==> config.mk <==
export PLATFORM = sky130hd
export DESIGN_NAME = id_ex_stage
export DESIGN_NICKNAME = d
export VERILOG_FILES = /design/src/rtl/id_ex_stage.sv
export SDC_FILE = /design/constraint.sdc
export NUM_CORES = 1
export LEC_CHECK = 0
export CORE_AREA = 2 2 123 125
export DETAILED_ROUTE_END_ITERATION = 8
export DIE_AREA = 0 0 125 127
export PLACE_DENSITY = 0.95
export SETUP_SLACK_MARGIN = 0.02
export SLEW_MARGIN = 20
export SYNTH_ARGS = -nofsm -noshare
export SYNTH_HDL_FRONTEND = slang
export SYNTH_SLANG_ARGS = --single-unit
==> constraint.sdc <==
create_clock -name clk -period 3.8 [get_ports clk]
set_clock_uncertainty 0.15 [all_clocks]
set_input_delay 0.57 -clock clk [delete_from_list [all_inputs] [get_ports clk]]
set_output_delay 0.57 -clock clk [all_outputs]
set_load 0.005 [all_outputs]
==> src/rtl/id_ex_stage.sv <==
// ID/EX pipeline register with load-use hazard detection for the 5-stage RV32I core.
// A load-use dependency turns the EX slot into a one-cycle bubble and freezes PC and IF/ID.
module id_ex_stage #(
  parameter int XLEN = 32
) (
  input  logic            clk,
  input  logic            rst,
  input  logic            id_valid,
  input  logic [XLEN-1:0] id_pc,
  input  logic [XLEN-1:0] id_rs1_data,
  input  logic [XLEN-1:0] id_rs2_data,
  input  logic [XLEN-1:0] id_imm,
  input  logic [4:0]      id_rs1,
  input  logic [4:0]      id_rs2,
  input  logic [4:0]      id_rd,
  input  logic            id_uses_rs1,
  input  logic            id_uses_rs2,
  input  logic [2:0]      id_func3,
  input  logic            id_func7_b30,
  input  logic            id_reg_write,
  input  logic            id_mem_read,
  input  logic            id_mem_write,
  input  logic            id_mem_to_reg,
  input  logic            id_alu_src,
  input  logic            id_branch,
  input  logic [1:0]      id_alu_op,
  input  logic            flush,
  input  logic            hold,
  output logic            ex_valid,
  output logic [XLEN-1:0] ex_pc,
  output logic [XLEN-1:0] ex_rs1_data,
  output logic [XLEN-1:0] ex_rs2_data,
  output logic [XLEN-1:0] ex_imm,
  output logic [4:0]      ex_rs1,
  output logic [4:0]      ex_rs2,
  output logic [4:0]      ex_rd,
  output logic [2:0]      ex_func3,
  output logic            ex_func7_b30,
  output logic            ex_reg_write,
  output logic            ex_mem_read,
  output logic            ex_mem_write,
  output logic            ex_mem_to_reg,
  output logic            ex_alu_src,
  output logic            ex_branch,
  output logic [1:0]      ex_alu_op,
  output logic            load_use_stall,
  output logic            pc_write,
  output logic            if_id_write
);

  logic hazard;
  logic rs1Match;
  logic rs2Match;
  logic bubble;
  logic loadCtrl;

  // x0 is never a real destination, so a load into x0 can't create a dependency.
  always_comb begin
    rs1Match = id_uses_rs1 & (id_rs1 == ex_rd);
    rs2Match = id_uses_rs2 & (id_rs2 == ex_rd);
    hazard   = id_valid & ex_valid & ex_mem_read & (ex_rd != 5'd0) & (rs1Match | rs2Match);
  end

  // A flush kills the dependent instruction anyway, so it suppresses the stall and
  // lets the redirect PC load.
  assign load_use_stall = hazard & ~flush;
  assign pc_write       = ~hold & ~load_use_stall;
  assign if_id_write    = ~hold & ~load_use_stall;

  assign bubble   = flush | load_use_stall;
  assign loadCtrl = id_valid & ~bubble;

  always_ff @(posedge clk or negedge rst) begin
    if (!rst) begin
      ex_valid      <= 1'b0;
      ex_pc         <= '0;
      ex_rs1_data   <= '0;
      ex_rs2_data   <= '0;
      ex_imm        <= '0;
      ex_rs1        <= 5'd0;
      ex_rs2        <= 5'd0;
      ex_rd         <= 5'd0;
      ex_func3      <= 3'd0;
      ex_func7_b30  <= 1'b0;
      ex_reg_write  <= 1'b0;
      ex_mem_read   <= 1'b0;
      ex_mem_write  <= 1'b0;
      ex_mem_to_reg <= 1'b0;
      ex_alu_src    <= 1'b0;
      ex_branch     <= 1'b0;
      ex_alu_op     <= 2'b00;
    end else if (!hold) begin
      // Data and indices always follow ID; only valid and controls decide whether
      // EX holds a real instruction or a bubble.
      ex_pc         <= id_pc;
      ex_rs1_data   <= id_rs1_data;
      ex_rs2_data   <= id_rs2_data;
      ex_imm        <= id_imm;
      ex_rs1        <= id_rs1;
      ex_rs2        <= id_rs2;
      ex_rd         <= id_rd;
      ex_func3      <= id_func3;
      ex_func7_b30  <= id_func7_b30;
      ex_valid      <= loadCtrl;
      ex_reg_write  <= loadCtrl & id_reg_write;
      ex_mem_read   <= loadCtrl & id_mem_read;
      ex_mem_write  <= loadCtrl & id_mem_write;
      ex_mem_to_reg <= loadCtrl & id_mem_to_reg;
      ex_alu_src    <= loadCtrl & id_alu_src;
      ex_branch     <= loadCtrl & id_branch;
      ex_alu_op     <= loadCtrl ? id_alu_op : 2'b00;
    end
  end

endmodule

==> metrics <==
Worst-path clk slew 60 ps; Post-DP HPWL 12.2 mm; outcome complete, no violations; clk buf depth 2; Max-Cap Viols 0; # fillers 927; gr ovfl total 0; Die W 125 um; Vias/cell 4.90; share of the synthesized area in the top cell type 0.651; CTS Hold Buffers Added 0; measured slew at the worst slew-check pin 958 ps; Rel. slew slack 0.358; sequential area share after synthesis 0.651; ant diodes 0; routed wire length 16.4 mm; via count 4357; Syn Area/Cell 16.1 sq um; Antenna Nets Post-Route 0; Post-CTS Resized 0; CTS Root Cell clkbuf_16; Period minus WS final 3340 ps; post-CTS setup buffer count 0; Syn Inst Count 372; top cells by instance count after synthesis dfrtp_1, mux2_2, buf_2; Routability Congestion 0.942; data required time of the worst path 3080 ps; CP max FO 10; CTS sink count 156; synth warn 0; RSZ-0062 raised after global routing no; # port buffers 320; Post-synth top flop dfrtp_1; Fmax 299 MHz; Area Growth Syn to Fin 66.1%; number of global-route vias before repair 4975; TritonCTS clock tree yes; cell area after synthesis 5990 sq um; Power per Cell Area 447 nW/um^2; Worst Path Arrival 2620 ps; total power draw 4.45 mW; final worst path period share 0.880; All-Layer GR Usage 0.206; syn nets 534; Slew Limit Fails 0; top cells by area, synth dfrtp_1, mux2_2, xnor2_1; Final setup viols 0; die area 15900 sq um; io pins 321; H-tree Lvls 4; Remaining DRCs 0; Crit Path Class reg -> out; peak supply drop 0.278 mV; router iterations before antenna repair 4; critical path launch point type register; FP Rows 44; Hold WC Path Type in -> async; DR WL/cell 18.5 um; first-pass GRT wire length 25.6 mm; asr flop ratio synth 1.00; Num CTS Buffers 17; drt initial violations 193; cell with the most instances after synthesis dfrtp_1; Seq cells post-synth 156; crit end category output pin; clock latency on the worst-skew pair 400 ps; Worst Reg-to-Reg Cells 4; pin count of the biggest net entering global routing 104; height of the die 127 um; total core area 14400 sq um; EDFF count, synth 0; initial antenna violation count 0; count of cell types in the netlist 21; Hold Vio Cnt, Final 0; nets 855; TNS Setup 0 ps; fraction of layout instances using a drive strength above 1 0.261; Starting Density 0.416; area leader, netlist dfrtp_1; P_leak 4.04 nW
==> kinds of logic after synthesis <==
kind of cell	after synthesis	synth area share
mux	147	0.276
xor+xnor	10	0.0146
flops	156	0.651
simple gates	16	0.0140
compound gates	21	0.0267
buf+inv	22	0.0171
==> cell usage in the layout, fill, tap and decap left out, drive strengths merged, types with 3 or more instances in the layout <==
cell type and n:
a32oi 8, nand2 10, clkinvlp 3, buf 5, o21ai 9, xnor2 10
dfrtp 156, mux2 147, bufinv 3, clkinv 5, clkbuf 20, clkdlybuf4s50 318
==> per-stage QoR <==
| step | instance area, sq um | utilization | hold WS, ps | std cells | worst slack [ps] |
|---|---|---|---|---|---|
| final | 9960 | 0.690 | 26.1 | 889 | 457 |
| after global routing | 9960 | 0.690 | 80.2 | 889 | 325 |
| after CTS | 9960 | 0.690 | 47.8 | 889 | 455 |
| after detailed placement | 9370 | 0.649 | 336 | 858 | 685 |
| after global placement | 9370 | 0.649 | 329 | 858 | 710 |
| after floorplan | 5990 | - | 124 | 372 | 1400 |
==> path summary, 6_finish.rpt <==
| path | start | endpoint | slack [ps] |
|---|---|---|---|
| max reg2reg | ex_rd[0]$_DFFE_PN0N_ | ex_reg_write$_DFFE_PN0N_ | 1900 |
| max | ex_rd[0]$_DFFE_PN0N_ | pc_write | 460 |
| min | rst | ex_rs2[2]$_DFFE_PN0N_ | 30 |
| max in group asynchronous | rst | ex_rs2_data[18]$_DFFE_PN0N_ | 2610 |
| min reg2reg | ex_branch$_DFFE_PN0N_ | ex_branch$_DFFE_PN0N_ | 350 |
| min in group clk | ex_branch$_DFFE_PN0N_ | ex_branch$_DFFE_PN0N_ | 350 |
==> critical path, stage by stage (launching register included) <==
cell             delay (ps)
dfrtp_1                 450
or4_4                   570
o2111ai_4               330
nor2_1                  100
a21oi_1                 210
clkdlybuf4s50_1         550
==> layout make-up <==
| class | count | area [sq um] | share of cell area |
|---|---|---|---|
| clock buffers | 20 | 447 | 0.0449 |
| inverters | 1 | 3.75 | 0.000377 |
| multi-input cells | 194 | 1990 | 0.200 |
| repair buffers | 323 | 3240 | 0.325 |
| clock inverters | 11 | 145 | 0.0146 |
| flip-flops and latches | 156 | 3900 | 0.392 |
| well taps | 184 | 230 | 0.0231 |
==> power by group <==
group	leakage, nW	total, mW	internal (mW)	switching [mW]
Combinational	1.92	0.828	0.578	0.250
Clock	0.282	1.69	1.04	0.641
Sequential	1.84	1.93	1.83	0.105
Total	4.04	4.45	3.45	0.996
==> routing by layer <==
metal	part of all wire	track usage
met1	0.35	0.214
met2	0.51	0.358
met3	0.10	0.0930
met4	0.030	0.0954
met5	0	0
Power figures use the tool's default switching activity.
